File: config.mk
export PLATFORM = sky130hd
export DESIGN_NAME = spi_burst_sequencer
export DESIGN_NICKNAME = d
export VERILOG_FILES = /design/src/rtl/spi_burst_sequencer.sv
export SDC_FILE = /design/constraint.sdc
export NUM_CORES = 1
export LEC_CHECK = 0
export CELL_PAD_IN_SITES_DETAIL_PLACEMENT = 1
export CELL_PAD_IN_SITES_GLOBAL_PLACEMENT = 2
export CORE_MARGIN = 10
export CORE_UTILIZATION = 28
export CTS_BUF_LIST = sky130_fd_sc_hd__clkbuf_8
export DETAILED_ROUTE_END_ITERATION = 8
export GPL_TIMING_DRIVEN = 1
export PLACE_DENSITY_LB_ADDON = 0.1
export SETUP_SLACK_MARGIN = 0.02
export SLEW_MARGIN = 20
export SYNTH_ARGS = -nofsm -noshare
export SYNTH_HDL_FRONTEND = slang
export SYNTH_SLANG_ARGS = --single-unit
File: constraint.sdc
create_clock -name clk -period 2.9 [get_ports clk]
set_clock_uncertainty 0.15 [all_clocks]
set_input_delay 0.29 -clock clk [delete_from_list [all_inputs] [get_ports clk]]
set_output_delay 0.29 -clock clk [all_outputs]
set_load 0.1 [all_outputs]
File: src/rtl/spi_burst_sequencer.sv
`timescale 1ns/1ps
// spi_burst_sequencer: runs multi-word bursts through the SPI byte-serial core.
// Pops the write FIFO, pulses go low, waits for pack-ready, pushes to read FIFO.
module spi_burst_sequencer #(
    parameter int DATA_W  = 32,
    parameter int CNT_W   = 8,
    parameter int GO_LOW  = 2,
    parameter int GAP_CYC = 4,
    parameter int TIMEOUT = 1024
) (
    input  logic              clk,
    input  logic              reset_n,
    input  logic              start,
    input  logic              abort,
    input  logic [CNT_W-1:0]  cfg_words,
    output logic              busy,
    output logic              done,
    output logic              err_timeout,
    output logic [CNT_W-1:0]  words_done,
    input  logic              wr_fifo_empty,
    input  logic [DATA_W-1:0] wr_fifo_q,
    output logic              wr_fifo_rdreq,
    input  logic              rd_fifo_full,
    output logic              rd_fifo_wrreq,
    output logic [DATA_W-1:0] rd_fifo_data,
    output logic              core_go_transfer,
    output logic [DATA_W-1:0] core_data_write,
    input  logic [DATA_W-1:0] core_data_read,
    input  logic              core_pack_ready
);

    typedef enum logic [2:0] {
        S_IDLE,
        S_FETCH,
        S_LAUNCH,
        S_WAIT,
        S_STORE,
        S_GAP,
        S_DONE
    } state_t;

    // one shared counter serves go width, wait timeout and gap pacing
    localparam int CMAX = (TIMEOUT > GO_LOW)
                        ? ((TIMEOUT > GAP_CYC) ? TIMEOUT : GAP_CYC)
                        : ((GO_LOW > GAP_CYC) ? GO_LOW : GAP_CYC);
    localparam int TW = $clog2(CMAX + 1);

    localparam logic [TW-1:0] GO_LAST  = TW'(GO_LOW - 1);
    localparam logic [TW-1:0] TO_LAST  = TW'(TIMEOUT - 1);
    localparam logic [TW-1:0] GAP_LAST = TW'((GAP_CYC > 0) ? GAP_CYC - 1 : 0);

    state_t            state_q, state_d;
    logic [TW-1:0]     cnt_q, cnt_d;
    logic [CNT_W-1:0]  wd_q, wd_d;
    logic              err_q, err_d;
    logic              abort_q, abort_d;
    logic              pack_prev_q;
    logic [DATA_W-1:0] wdata_q, wdata_d;
    logic [DATA_W-1:0] rdata_q, rdata_d;

    logic              pack_rise;
    logic              abort_now;
    logic              gap_elapsed;
    logic [CNT_W-1:0]  wd_inc;

    assign pack_rise   = core_pack_ready && !pack_prev_q;
    assign abort_now   = abort_q || abort;
    assign gap_elapsed = (GAP_CYC == 0) || (cnt_q == GAP_LAST);
    assign wd_inc      = wd_q + CNT_W'(1);

    // word-boundary decision: abort, burst length, then FIFO level
    function automatic state_t gap_next(
        input logic [CNT_W-1:0] wd,
        input logic             ab,
        input logic [CNT_W-1:0] cfg,
        input logic             empty
    );
        state_t nxt;
        nxt = S_FETCH;
        if (ab) begin
            nxt = S_DONE;
        end else if (cfg != '0 && wd == cfg) begin
            nxt = S_DONE;
        end else if (empty) begin
            nxt = (cfg == '0) ? S_DONE : S_GAP;
        end
        return nxt;
    endfunction

    // state, counters and data registers
    always_ff @(posedge clk or negedge reset_n) begin
        if (!reset_n) begin
            state_q     <= S_IDLE;
            cnt_q       <= '0;
            wd_q        <= '0;
            err_q       <= 1'b0;
            abort_q     <= 1'b0;
            pack_prev_q <= 1'b0;
            wdata_q     <= '0;
            rdata_q     <= '0;
        end else begin
            state_q     <= state_d;
            cnt_q       <= cnt_d;
            wd_q        <= wd_d;
            err_q       <= err_d;
            abort_q     <= abort_d;
            pack_prev_q <= core_pack_ready;
            wdata_q     <= wdata_d;
            rdata_q     <= rdata_d;
        end
    end

    // next-state and strobe decode
    always_comb begin
        state_d          = state_q;
        cnt_d            = cnt_q;
        wd_d             = wd_q;
        err_d            = err_q;
        abort_d          = abort_q;
        wdata_d          = wdata_q;
        rdata_d          = rdata_q;
        done             = 1'b0;
        wr_fifo_rdreq    = 1'b0;
        rd_fifo_wrreq    = 1'b0;
        core_go_transfer = 1'b1;

        if (state_q != S_IDLE && abort) begin
            abort_d = 1'b1;
        end

        unique case (state_q)
            S_IDLE: begin
                if (start) begin
                    wd_d    = '0;
                    err_d   = 1'b0;
                    abort_d = 1'b0;
                    state_d = wr_fifo_empty ? S_DONE : S_FETCH;
                end
            end
            S_FETCH: begin
                wr_fifo_rdreq = 1'b1;
                wdata_d       = wr_fifo_q;
                cnt_d         = '0;
                state_d       = S_LAUNCH;
            end
            S_LAUNCH: begin
                core_go_transfer = 1'b0;
                if (cnt_q == GO_LAST) begin
                    cnt_d   = '0;
                    state_d = S_WAIT;
                end else begin
                    cnt_d = cnt_q + TW'(1);
                end
            end
            S_WAIT: begin
                if (pack_rise) begin
                    rdata_d = core_data_read;
                    state_d = S_STORE;
                end else if (cnt_q == TO_LAST) begin
                    err_d   = 1'b1;
                    state_d = S_DONE;
                end else begin
                    cnt_d = cnt_q + TW'(1);
                end
            end
            S_STORE: begin
                if (!rd_fifo_full) begin
                    rd_fifo_wrreq = 1'b1;
                    wd_d          = wd_inc;
                    cnt_d         = '0;
                    if (GAP_CYC == 0) begin
                        state_d = gap_next(wd_inc, abort_now,
                                           cfg_words, wr_fifo_empty);
                    end else begin
                        state_d = S_GAP;
                    end
                end
            end
            S_GAP: begin
                if (gap_elapsed) begin
                    state_d = gap_next(wd_q, abort_now,
                                       cfg_words, wr_fifo_empty);
                end else begin
                    cnt_d = cnt_q + TW'(1);
                end
            end
            S_DONE: begin
                done    = 1'b1;
                state_d = S_IDLE;
            end
            default: begin
                state_d = S_IDLE;
            end
        endcase
    end

    assign busy            = (state_q != S_IDLE);
    assign err_timeout     = err_q;
    assign words_done      = wd_q;
    assign rd_fifo_data    = rdata_q;
    assign core_data_write = wdata_q;

endmodule

==> key figures, run 1 <==
Floorplanning
  • IO Pins: 157
  • Total die area: 19700 um^2
  • Die Y: 140 um
  • Initial core utilization: 28.8%
  • FP Rows: 43
  • Core ar.: 14000 um^2
  • Chip Width: 140 um

Clock tree
  • Sink Count: 89
  • CTS resizes: 0
  • Post-CTS Setup Bufs: 0
  • H-tree Lvls: 3
  • Root buf cell: clkbuf_8
  • Skew-Pair Late Insertion Delay: 0.37 ns
  • TritonCTS clock tree: yes
  • CTS Buffer Depth: 2
  • TritonCTS Buffers: 9
  • Clk pin slew, worst setup/hold paths: 0.09 ns

Routing
  • Number of remaining DRC errors: 0
  • Post-DRT Antenna Nets: 0
  • Drt total wl: 12700 um
  • DR WL/cell: 18.8 um
  • DR vias/cell: 4.77
  • Iter 0 DRT Violations: 125
  • Via count: 3227
  • 1st-pass router iterations: 4

Place
  • Post-DP Area: 5670 um^2
  • Pre-CTS WS: 0.390 ns
  • Port bufs: 156
  • Hpwl dp: 9800 um
  • Routability cong.: 0.738

Synth
  • Synth area leaders: dfrtp_1, mux2_2, xnor2_1
  • Complex-gate fraction of the synthesized area: 8.91%
  • Synthesized cell area: 4050 um^2
  • Synthesis Warnings: 0
  • Mapped Cells: 330
  • Synth Area in XOR/XNOR: 3.03%
  • Number of synthesized flops with an enable pin: 0
  • Synth area leader: dfrtp_1
  • Cell variety after synth: 52
  • Most numerous cell in the Yosys netlist: dfrtp_1
  • Post-synthesis sequential area ratio: 55.0%
  • Adder-cell share of the synthesized area: 0.928%
  • Net count after synthesis: 412
  • Area share of the largest cell type after synthesis: 55.0%
  • Synth cell count leaders: dfrtp_1, mux2_2, nor2_1, nand2_1, o21ai_0
  • Simple-gate portion of the synthesized area: 11.4%
  • Ys async rst share: 100%
  • Multiplexer share of the synthesized area: 18.6%
  • Main combinational cell family by area after synthesis: multiplexers
  • Most common flop cell mapped by yosys: dfrtp_1
  • Seq cells post-synth: 89
  • Syn Area/Cell: 12.3 um^2

Timing
  • Fmax: 412 MHz
  • Unrepaired setup endpoints after global routing: false
  • Final worst-path cycle share: 83.6%
  • Fin Setup TNS: 0 ns
  • Tmin final: 2.43 ns
  • Rel. slew slack: 58.0%
  • Setup violators final: 0
  • Slew Viols, Final: 0
  • Worst-margin pin slew: 0.630 ns
  • Setup ws final: 0.474 ns
  • Hold Violations, Final: 0

Setup path
  • Critical path class: reg2reg
  • Worst path arrival time: 2.52 ns
  • CP Capture Type: register
  • Crit Path Max Fanout: 9
  • CP max stage cell: or4_4
  • Startpoint types: register
  • Critical path cell sequence: or4_4 > o311ai_4 > nand2_4 > nand2b_1 > o21ai_1
  • CP Data Required Time: 3.00 ns
  • Max incr delay on CP: 0.60 ns

Outcome
  • Outcome: finished, final reports clean

Layout
  • Filler instances: 1513
  • # diodes: 0
  • Synth-to-layout area growth: 45.4%
  • Finished Core Util: 41.9%
  • Design area: 5880 um^2
  • Final net count: 574
  • Layout cells sized above 1: 35.5%

GRT
  • Global routing's busiest layer: met2
  • Gr usage total: 13.0%
  • Met2 usage: 20.3%
  • Met3 usage: 7.57%
  • Antenna violations before repair: 0
  • Met1 Track Usage GR: 14.3%
  • First-pass GRT wire length: 20500 um
  • Vias in the first global route: 3601
  • Total grt overflow: 0
  • Largest net degree at the start of global routing: 46

Hold path
  • Hold Crit Class: in2reg

Job
  • Max_cap viols: 0
-- worst max-delay path, delay by kind of cell (launching register included) --
kind | cells | cell delay, ns
AOI/OAI and AO/OA | 2 | 0.67
DFF | 1 | 0.45
and+or+nand+nor | 3 | 1.02
-- final timing paths --
check / from / cells after the start / endpoint / slack [ns]
worst min register to register: core_data_write[26] / 1 / core_data_write[26] / 0.37
worst min-delay path: core_pack_ready / 1 / pack_prev_q / 0.26
worst max-delay path: cnt_q[7] / 5 / cnt_q[7] / 0.47
min in group asynchronous: reset_n / 2 / words_done[1] / 0.32
max in group asynchronous: reset_n / 3 / rd_fifo_data[16] / 1.59
worst max register to register: cnt_q[7] / 5 / cnt_q[7] / 0.47
-- flip-flops by register name, indices dropped and copies added, names as in the netlist --
| signal | flops |
|---|---|
| pack_prev_q | 1 |
| state_q | 3 |
| core_data_write | 32 |
| words_done | 8 |
| err_timeout | 1 |
| cnt_q | 11 |
| abort_q | 1 |
| rd_fifo_data | 32 |
-- repair_timing --
action | in CTS | in global routing
endpoints found under the setup margin | 0 | 0
hold buffers | 1 | 0
hold endpoints to repair | 44 | 0
-- metrics by stage --
step / cells / hold WS, ns
3_5_place_dp: 660 / 0.206
3_3_place_gp: 660 / 0.215
2_1_floorplan: 330 / -0.156
6_report: 676 / 0.265
5_1_grt: 676 / 0.252
4_1_cts: 676 / 0.243
-- routing by layer --
metal / part of all wire (%) / routed length (um) / vias up
met4: 1.4 / 184 / 0
met3: 12 / 1540 / 15
li1: - / - / 1520
met2: 47 / 6020 / 97
met5: 0 / 0 / -
met1: 39 / 4970 / 1595
-- cell type report --
| cell class | count | area, um^2 | share of cell area (%) |
|---|---|---|---|
| Sequential cell | 89 | 2230 | 37.9 |
| Multi-Input combinational cell | 222 | 1740 | 29.5 |
| Timing Repair Buffer | 166 | 1480 | 25.1 |
| Tap cell | 180 | 225 | 3.83 |
| Clock buffer | 10 | 138 | 2.34 |
| Clock inverter | 5 | 62.6 | 1.06 |
| Inverter | 4 | 15.0 | 0.255 |
-- cells in the final DEF (no fill, tap or decap), types with 8 or more instances in the layout --
cell type / synthesis / routed
o21ai_0: 13 / 13
xnor2_1: 11 / 11
clkdlybuf4s50_1: 0 / 77
a21oi_1: 8 / 8
buf_4: 0 / 85
nand2_1: 17 / 17
clkbuf_8: 0 / 10
nor2_1: 21 / 21
dfrtp_1: 89 / 89
nand3_1: 8 / 8
mux2_2: 64 / 64
-- cell families after synthesis --
family / Yosys count
buffers and inverters: 19
flip-flops: 89
XOR/XNOR: 14
AND/OR/NAND/NOR: 87
multiplexers: 67
AO/OA/AOI/OAI: 51
adder cells (fa/ha/maj): 3
Power of run 1 is left out: the tool's default activity adds up to more than one toggle a clock period on the data nets, which glitch-free logic cannot reach.
==> inputs of run 2 (changes only) <==
- clock period: 2.9 -> 2.28 ns (I/O delays scaled with it)
==> key figures, run 2 (synthesized netlist as in run 1, its figures left out) <==
Place
  • Hpwl dp: 10100 um (was 9800 um)
  • Routability cong.: 0.753 (was 0.738)
  • Port bufs: 156 (unchanged)
  • Post-DP Area: 5880 um^2 (was 5670 um^2)

Setup path
  • Worst path arrival time: 1.80 ns (was 2.52 ns)
  • CP Capture Type: output port (was register)
  • Crit-path most repeated cell: buf_12
  • Max incr delay on CP: 0.52 ns (was 0.60 ns)
  • Critical path cell sequence: clkinv_1 > buf_4 > and2_2 > buf_12 > buf_12 (was or4_4 > o311ai_4 > nand2_4 > nand2b_1 > o21ai_1)
  • Crit path max-delay family: buffers and inverters (was simple AND/OR/NAND/NOR gates)
  • Startpoint types: register (unchanged)
  • CP max stage cell: dfrtp_1 (was or4_4)
  • Critical path class: reg2out (was reg2reg)
  • Crit Path Max Fanout: 17 (was 9)
  • CP Data Required Time: 1.90 ns (was 3.00 ns)
  • Buf/Inv on CP: 4 (was 0)

GRT
  • Gr usage total: 13.6% (was 13.0%)
  • Total grt overflow: 0 (unchanged)
  • Antenna violations before repair: 0 (unchanged)
  • Largest net degree at the start of global routing: 65 (was 46)
  • First-pass GRT wire length: 21400 um (was 20500 um)
  • Vias in the first global route: 3738 (was 3601)

Layout
  • Design area: 6120 um^2 (was 5880 um^2)
  • Commonest non-fill, non-tap cell in the layout: buf_4 (was dfrtp_1)
  • Layout cells sized above 1: 39.8% (was 35.5%)
  • Finished Core Util: 43.6% (was 41.9%)
  • # diodes: 0 (unchanged)
  • Most frequent cells in the layout: buf_4, dfrtp_1, clkdlybuf4s50_1 (was dfrtp_1, buf_4, clkdlybuf4s50_1)
  • Synth-to-layout area growth: 51.3% (was 45.4%)
  • Filler instances: 1557 (was 1513)
  • Final net count: 595 (was 574)

Floorplanning
  • Chip Width: 140 um (unchanged)
  • IO Pins: 157 (unchanged)
  • Total die area: 19700 um^2 (unchanged)
  • Initial core utilization: 28.8% (unchanged)
  • FP Rows: 43 (unchanged)
  • Core ar.: 14000 um^2 (unchanged)
  • Die Y: 140 um (unchanged)

Timing
  • Tmin final: 2.18 ns
  • Fmax: 460 MHz
  • Rel. slew slack: 65.6% (was 58.0%)
  • Final worst-path cycle share: 95.4%
  • Worst-margin pin slew: 0.511 ns (was 0.630 ns)
  • Setup violators final: 0 (unchanged)
  • Hold Violations, Final: 0 (unchanged)
  • Unrepaired setup endpoints after global routing: true (was false)
  • Slew Viols, Final: 0 (unchanged)

Clock tree
  • Root buf cell: clkbuf_8 (unchanged)
  • Sink Count: 89 (unchanged)
  • CTS Buffer Depth: 2 (unchanged)
  • TritonCTS clock tree: yes (unchanged)
  • H-tree Lvls: 3 (unchanged)
  • Skew-Pair Late Insertion Delay: 0.37 ns (about the same)
  • TritonCTS Buffers: 9 (unchanged)
  • Clk pin slew, worst setup/hold paths: 0.09 ns (about the same)

Outcome
  • Outcome: finished, final reports clean (unchanged)

Routing
  • 1st-pass router iterations: 6 (was 4)
  • Drt total wl: 13300 um (was 12700 um)
  • DR WL/cell: 19.0 um (was 18.8 um)
  • Iter 0 DRT Violations: 109 (was 125)
  • Via count: 3354 (was 3227)
  • DR vias/cell: 4.81 (was 4.77)
  • Post-DRT Antenna Nets: 0 (unchanged)
  • Number of remaining DRC errors: 0 (unchanged)

Hold path
  • Hold Crit Class: in2async (was in2reg)

Job
  • Max_cap viols: 0 (unchanged)
## run 2: layer usage
layer,vias to the layer above,GRT usage (%),part of all wire [%]
met5,-,0,0
met4,0,4.89,1.3
met3,11,7.64,12
met2,98,21.6,47
met1,1682,14.9,39
li1,1563,-,-
## run 2: through the flow
stage	TNS (ns)	hold WS [ns]	instances	worst slack [ns]
after floorplan	-0.435	-0.218	330	-0.221
after global placement	0	0.0311	678	0.0623
after detailed placement	0	0.0248	678	0.0473
after CTS	0	0.152	697	0.0281
after global routing	0	0.172	698	0.0103
final	0	0.154	698	0.104
## run 2: path summary, 6_finish.rpt
kind	start	to	cells after the start	slack, ns
worst max register to register	cnt_q[7]	cnt_q[8]	7	0.14
worst min-delay path	reset_n	words_done[0]	2	0.15
max in group asynchronous	reset_n	cnt_q[2]	3	1.14
worst min register to register	core_data_write[31]	core_data_write[31]	1	0.36
min in group clk	core_pack_ready	pack_prev_q	1	0.23
worst max-delay path	state_q[2]	wr_fifo_rdreq	5	0.10
## run 2: repair_timing
action | in CTS | in global routing
gates resized for setup | 3 | 4
hold buffers | 1 | 0
cloned | 1 | 0
pin swaps | 0 | 1
buffers inserted | 1 | 1
setup endpoints to repair | 1 | 10
endpoints found under the hold margin | 25 | 0
## run 2: worst reg2reg max path: stages, from the launching register on
cell	delay, ns
dfrtp_1	0.40
or4_4	0.60
o311ai_4	0.33
buf_4	0.19
nand2_4	0.06
nand2b_1	0.09
buf_4	0.14
o41ai_1	0.06
## run 2: cell type report
class / instances / area, um^2 / share of cell area [%]
Tap cell: 180 / 225 / 3.68
Multi-Input combinational cell: 222 / 1760 / 28.7
Clock inverter: 7 / 46.3 / 0.756
Inverter: 4 / 15.0 / 0.245
Timing Repair Buffer: 187 / 1720 / 28.2
Clock buffer: 9 / 124 / 2.02
Sequential cell: 89 / 2230 / 36.4
Power of run 2 is left out for the same reason.
